==> src/rtl/seq_det_pkg.sv <==
// Shared constants and helpers for the programmable serial pattern detector.
package seq_det_pkg;

    // Width of the generic compare helper; MAX_LEN must not exceed this.
    localparam int unsigned CMP_W = 32;

    localparam logic [7:0]  DEF_PAT = 8'b0001_0110;
    localparam int unsigned DEF_LEN = 5;
    localparam bit          DEF_OVL = 1'b1;

    function automatic int unsigned calc_lw(input int unsigned max_len);
        return $clog2(max_len + 1);
    endfunction

    function automatic logic masked_eq(input logic [CMP_W-1:0] pat,
                                       input logic [CMP_W-1:0] hist,
                                       input int unsigned      len);
        logic [CMP_W-1:0] mask;
        mask = (len >= CMP_W) ? '1 : ((CMP_W'(1) << len) - CMP_W'(1));
        return ((pat ^ hist) & mask) == '0;
    endfunction

endpackage

==> src/rtl/sat_counter.sv <==
// Saturating up-counter with synchronous clear; clear plus increment yields 1.
module sat_counter #(
    parameter int unsigned W = 8
) (
    input  logic         clk,
    input  logic         rst,
    input  logic         clr,
    input  logic         inc,
    output logic [W-1:0] q
);

    always_ff @(posedge clk or negedge rst) begin
        if (!rst) begin
            q <= '0;
        end else if (clr) begin
            q <= W'(inc);
        end else if (inc && (q != '1)) begin
            q <= q + W'(1);
        end
    end

endmodule

==> src/rtl/seq_detector_param.sv <==
// Serial bit-pattern detector with run-time pattern, length and overlap mode.
module seq_detector_param #(
    parameter int unsigned        MAX_LEN = 8,
    parameter int unsigned        CNT_W   = 8,
    parameter logic [MAX_LEN-1:0] DEF_PAT = MAX_LEN'(seq_det_pkg::DEF_PAT),
    parameter int unsigned        DEF_LEN = seq_det_pkg::DEF_LEN,
    parameter bit                 DEF_OVL = seq_det_pkg::DEF_OVL,
    parameter int unsigned        LW      = seq_det_pkg::calc_lw(MAX_LEN)
) (
    input  logic               clk,
    input  logic               rst,
    input  logic               inp,
    input  logic               in_valid,
    input  logic               cfg_load,
    input  logic [MAX_LEN-1:0] cfg_pat,
    input  logic [LW-1:0]      cfg_len,
    input  logic               cfg_ovl,
    input  logic               cnt_clr,
    output logic               out,
    output logic [CNT_W-1:0]   match_cnt,
    output logic               armed
);

    import seq_det_pkg::*;

    logic [MAX_LEN-1:0] pat_r, hist, hist_next;
    logic [LW-1:0]      len_r, fill, fill_next, len_clamped;
    logic [LW:0]        fill_inc;
    logic               ovl_r, hit;

    always_comb begin
        hist_next   = {hist[MAX_LEN-2:0], inp};
        fill_inc    = {1'b0, fill} + (LW+1)'(1);
        len_clamped = (cfg_len > LW'(MAX_LEN)) ? LW'(MAX_LEN) : cfg_len;
        // fill masks stale history, so only bits received since the last flush can match
        hit = in_valid && !cfg_load && (len_r != '0) && (fill_inc >= {1'b0, len_r}) &&
              masked_eq(CMP_W'(pat_r), CMP_W'(hist_next), 32'(len_r));
        fill_next = fill;
        if (cfg_load) begin
            fill_next = '0;
        end else if (in_valid) begin
            if (hit && !ovl_r) begin
                fill_next = '0;
            end else if (fill != LW'(MAX_LEN)) begin
                fill_next = fill_inc[LW-1:0];
            end
        end
    end

    assign armed = (len_r != '0) && (fill_inc >= {1'b0, len_r});

    always_ff @(posedge clk or negedge rst) begin
        if (!rst) begin
            pat_r <= DEF_PAT;
            len_r <= LW'(DEF_LEN);
            ovl_r <= DEF_OVL;
            hist  <= '0;
            fill  <= '0;
            out   <= 1'b0;
        end else begin
            if (cfg_load) begin
                pat_r <= cfg_pat;
                len_r <= len_clamped;
                ovl_r <= cfg_ovl;
            end else if (in_valid) begin
                hist <= hist_next;
            end
            fill <= fill_next;
            out  <= hit;
        end
    end

    sat_counter #(
        .W(CNT_W)
    ) u_match_cnt (
        .clk(clk),
        .rst(rst),
        .clr(cnt_clr),
        .inc(hit),
        .q  (match_cnt)
    );

endmodule

==> config.mk <==
export PLATFORM = sky130hd
export DESIGN_NAME = seq_detector_param
export DESIGN_NICKNAME = d
export VERILOG_FILES = /design/src/rtl/seq_det_pkg.sv /design/src/rtl/sat_counter.sv /design/src/rtl/seq_detector_param.sv
export SDC_FILE = /design/constraint.sdc
export NUM_CORES = 1
export LEC_CHECK = 0
export ABC_CLOCK_PERIOD_IN_PS = 3800
export CAP_MARGIN = 10
export CELL_PAD_IN_SITES_DETAIL_PLACEMENT = 0
export CELL_PAD_IN_SITES_GLOBAL_PLACEMENT = 2
export CORE_ASPECT_RATIO = 2
export CORE_MARGIN = 2
export CORE_UTILIZATION = 34
export DETAILED_ROUTE_END_ITERATION = 7
export GPL_TIMING_DRIVEN = 0
export PLACE_DENSITY = 0.81
export SLEW_MARGIN = 20
export SYNTH_ARGS = -nofsm -noshare
export SYNTH_HDL_FRONTEND = slang
export SYNTH_HIERARCHICAL = 1
export SYNTH_SLANG_ARGS = --single-unit
==> constraint.sdc <==
create_clock -name clk -period 3.8 [get_ports clk]
set_clock_uncertainty 0.1 [all_clocks]
set_input_delay 0.95 -clock clk [delete_from_list [all_inputs] [get_ports clk]]
set_output_delay 0.95 -clock clk [all_outputs]
set_load 0.05 [all_outputs]
## Word level (Yosys, flattened, before mapping)

Index checks and enable logic that the tools add are counted.

| word-level totals | value |
|---|---|
| register bits | 33 |
| input bits | 19 |
| logic and storage cells | 41 |
| output and inout bits | 10 |

| operators by class | value |
|---|---|
| mux-type cells | 7 |
| shift operators | 1 |
| add/sub/neg operators | 3 |
| $lt $le $gt $ge | 2 |
| reduce and logical (&&, ||, !) cells | 16 |
| bitwise gates (word level) | 3 |
| equality and inequality tests | 2 |

Operators with widths:

| cell | count |
|---|---|
| 8-bit by 32-bit AND with 32-bit output | 1 |
| 32-bit logical NOT | 1 |
| 1-bit by 4-bit << shifter with 32-bit output, first input constant | 1 |
| 32-bit by 1-bit subtractor with 32-bit output, second input constant | 1 |
| 4-bit two-way mux | 5 |
| 8-bit two-way mux | 2 |
| 8-bit by 1-bit adder with 8-bit output, second input constant | 1 |
| 8-bit != test, second input constant | 1 |
| 8-bit bitwise XOR | 1 |
| 1-bit logical AND | 7 |
| 4-bit by 1-bit adder with 5-bit output, second input constant | 1 |
| 5-bit by 4-bit >= comparator with 1-bit output | 1 |
| 4-bit greater-than comparator, second input constant | 1 |
| 4-bit != test, second input constant | 1 |
| 2-bit AND reduction | 2 |
| 2-bit nonzero test | 2 |
| 4-bit nonzero test | 1 |
| 3-bit nonzero test | 1 |
| 1-bit logical NOT | 2 |
| 1-bit NOT | 1 |

## Depth between registers and ports, before layout

| depth | value |
|---|---|
| word-level depth | 9 |
| depth in mapped cells | 11 |
| gate-level depth less buffers | 11 |

## By module

Netlist, hierarchy kept.

Modules (own cells, without submodules):

| module | cells each | area each (um^2) | times used |
|---|---|---|---|
| seq_detector_param | 130 | 1392.6 | 1 |
| sat_counter | 47 | 473.0 | 1 |

## Worst setup path before layout

No wires, ideal clock.

| timing | value |
|---|---|
| path kind | in2reg |
| start | in cfg_load |
| end | reg u_match_cnt.q[5] |
| arrival time | 2.777 ns |
| setup time | 0.132 ns |
| required time | 3.568 ns |
| setup slack | 0.790 ns |
| stages on the path | 9 |
| cell sequence | nand2b_1 -> buf_6 -> a211o_1 -> nor3_1 -> nand2_1 -> nor3_1 -> nand4_2 -> a2111oi_2 -> nor3b_1 |

| on the way | value |
|---|---|
| word-level cells in the longest chain between the ends | 7 |

Ends and longest elaborated chain:

| element | line | text |
|---|---|---|
| start: declaration | seq_detector_param.sv:14 | `input logic cfg_load,` |
| 1-bit logical NOT | seq_detector_param.sv:36 | `hit = in_valid && !cfg_load && (len_r != '0) && (fill_inc >= {1'b0, len_r}) &&` |
| 1-bit logical AND (4 in a row) | seq_detector_param.sv:36 |  |
| via hit | seq_detector_param.sv:29 | `logic ovl_r, hit;` |
| 1-bit logical AND | sat_counter.sv:17 | `end else if (inc && (q != '1)) begin` |
| 2-bit nonzero test (no line) | - |  |
| end signal: assignment | sat_counter.sv:16 | `q <= W'(inc);` |
| end signal: assignment | sat_counter.sv:18 | `q <= q + W'(1);` |
| end: declaration | sat_counter.sv:9 | `output logic [W-1:0] q` |

The timed path passes the listed nets, and every way through them passes these cells.
A chain may end at the register's enable or synchronous reset.

## Final worst setup path

| timing | value |
|---|---|
| start | reg fill[0] |
| end | out armed |

| on the way | value |
|---|---|
| word-level cells in the longest chain between the ends | 3 |

Ends and longest elaborated chain:

| element | line | text |
|---|---|---|
| start: declaration | seq_detector_param.sv:27 | `logic [LW-1:0] len_r, fill, fill_next, len_clamped;` |
| start signal: assignment | seq_detector_param.sv:68 | `fill <= fill_next;` |
| 4-bit by 1-bit adder with 5-bit output | seq_detector_param.sv:33 | `fill_inc = {1'b0, fill} + (LW+1)'(1);` |
| 5-bit by 4-bit >= comparator with 1-bit output | seq_detector_param.sv:50 | `assign armed = (len_r != '0) && (fill_inc >= {1'b0, len_r});` |
| 1-bit logical AND | seq_detector_param.sv:50 |  |
| end: declaration | seq_detector_param.sv:21 | `output logic armed` |

No other way between the ends.

==> impl_metrics.toml <==
[route]
drt-vias-per-instance = 5.39
routedWlPerCell_um = 16.2
antenna_left = 0
dr.pass1.iters = 4
drtIter0Drc = 39
wl_um = 4420
dr_total_vias = 1471
route.detailed.drc = 0

[die]
dieWidth_um = 56.4
placementRows = 38
die_h_um = 109
initial_core_util = 0.347
io_pins = 29
die-area_um2 = 6130
core-area_um2 = 5370

[place]
dpl_cell_area_um2 = 2220
port_buffers = 28
routabilityCongestion = 0.834
dpl.hpwl_um = 3480
dp_cells = 265

[grt]
grt_pass1_wl_um = 7510
track_usage = 0.160
grt_pass1_vias = 1602
overflow = 0
antenna_found_initial = 0
grt_start_max_net_pins = 34

[layout]
nets = 239
fin_util = 0.436
fillers = 525
synthToLayoutAreaGrowth_pct = 25.6
seqCellArea_um2 = 833
instances_no_fill = 273
multiInputGateArea_um2 = 968
drive_gt1_frac = 0.192
antenna_cells = 0
design_area_um2 = 2340

[setup_path]
cp_max_fo = 6
required_ns = 2.75
crit_type = "flop to output pin"
r2r_setup_slack_ns = 0.41
cp-start-kind = "flop"
endpoint_kind = "output pin"
critPathArrivalTime_ns = 2.58

[synthesis]
yosys.cell_types.count = 48
synth_nets = 204
synthArstFlopShare = 1.00
synth.area.top_cells = "dfrtp_1 (36%), mux2_2 (9.7%), dfstp_2 (8.5%)"
ys_seq_area_frac = 0.447
synth_edf_count = 0
yosysWarnings = 6
syn_avg_cell_area_um2 = 10.5
synthCells = 177
synth_top_area_frac = 0.362
ys_ff_latch = 33
post-synth-top-count-cell = "dfrtp_1"
synth_common_cells = "dfrtp_1 (27), mux2_2 (16), nand2_1 (15), inv_1 (12)"
synth_flop_cell = "dfrtp_1"
syn_area_um2 = 1870
synth_top_cell_by_area = "dfrtp_1"

[clock_tree]
cts-hold-fix-buffers = 0
clock_sinks = 33
tritoncts = "built"
post_cts_buffers = 0
clk_latency_ns = 0.29
clkTransAtPathRegs_ns = 0.07
clockBufferDepth = 2
htreeDepth = 2
clock-root-buffer = "clkbuf_8"
cts_buffers = 5

[pwr]
p_leak_uw = 0.000987
peakVddDrop_mv = 0.332
power_density_nw_per_um2 = 423

[timing]
fmax_ghz = 0.276
finalSetupTns_ns = 0
maxSlewViolCount = 0
setup_violations = 0
holdWs_ns = 0.429
worst_slew_pin_slew_ns = 0.711
final.min_clock_period_ns = 3.63
slew_headroom = 0.526
hold_viol_final = 0
rsz0062_at_grt = "no"
finalCritPeriodShare = 0.955

[status]
status = "finished, final reports clean"

[run]
drv_cap = 0

[hold_path]
hp-class = "flop to flop"
## where the power goes
part | switching [µW] | internal, µW
clock network | 126 | 214
logic | 99.6 | 109
registers | 41.9 | 400
## cells in the final DEF, fill, tap and decap left out, drive strengths merged, types with 2 or more instances in the layout
cell type      netlist  layout
dfrtp               27      27
clkdlybuf4s50        0      26
mux2                16      16
nand2               15      15
inv                 12      12
a21oi                8       8
ha                   8       8
clkbuf               1       8
nand2b               7       7
xnor2                6       6
o21ai                6       6
dfstp                6       6
nand3                5       5
nor2                 5       5
xor2                 5       5
buf                  4       5
o22ai                4       4
nor3                 4       4
or3                  3       3
or4                  2       2
a21o                 2       2
a211oi               2       2
a211o                2       2
o211ai               2       2
mux2i                2       2
and3                 2       2
nand4                2       2
## final timing paths
path	startpoint	cells after the start	end
max reg2reg	len_r[1]$_DFFE_PN0P_	10	u_match_cnt/q[5]$_DFFE_PN0P_
min in group asynchronous	rst	1	u_match_cnt/q[4]$_DFFE_PN0P_
max in group asynchronous	rst	1	pat_r[5]$_DFFE_PN0P_
max	fill[0]$_DFFE_PN0P_	8	armed
min reg2reg	pat_r[5]$_DFFE_PN0P_	1	pat_r[5]$_DFFE_PN0P_
min	pat_r[5]$_DFFE_PN0P_	1	pat_r[5]$_DFFE_PN0P_
## flip-flops by register name, summed over array words and instances (netlist names)
| signal | flops |
|---|---|
| len_r | 4 |
| pat_r | 8 |
| hist | 7 |
| out | 1 |
| u_match_cnt/q | 8 |
| ovl_r | 1 |
| fill | 4 |
## area by class of cell
| type | count | share of cell area |
|---|---|---|
| clock buffers | 7 | 0.0369 |
| multi-input cells | 127 | 0.413 |
| repair buffers | 28 | 0.117 |
| clock inverters | 1 | 0.0128 |
| inverters | 12 | 0.0192 |
| well taps | 60 | 0.0321 |
| plain buffers | 5 | 0.0128 |
| flip-flops and latches | 33 | 0.356 |
## repair_timing
item,in CTS,in global routing
resized for setup,1,2
gates cloned,0,0
endpoints found under the setup margin,1,3
## metrics by stage
stage	worst slack, ns	total power, µW
after global routing	0.0285	1050
after global placement	-0.144	651
after detailed placement	-0.243	657
after floorplan	0.790	582
final	0.171	991
after CTS	0.0440	1000
## kinds of logic (layout without fill, tap and decap cells)
kind of cell / after synthesis / after routing / synth area share
flip-flops: 33 / 33 / 0.447
buffers and inverters: 17 / 53 / 0.0402
adder cells (fa/ha/maj): 8 / 8 / 0.0537
AO/OA/AOI/OAI: 38 / 38 / 0.142
XOR/XNOR: 11 / 11 / 0.0516
AND/OR/NAND/NOR: 52 / 52 / 0.158
multiplexers: 18 / 18 / 0.107
## worst max-delay path, cell delays in order, from the launching register on
cell and delay [ns]:
dfrtp_1 0.47, ha_1 0.29, xor2_1 0.16, ha_1 0.30, a21o_1 0.16, a31oi_1 0.19
a2bb2oi_2 0.24, inv_1 0.06, dlygate4sd2_1 0.42
## metal layers
metal,part of all wire,GRT usage,up-vias
met5,0,0,-
met4,0.033,0.0850,0
met3,0.026,0.0237,11
met2,0.60,0.308,35
met1,0.34,0.159,716
li1,-,-,709
No activity file was read; power rests on OpenSTA's default activity.
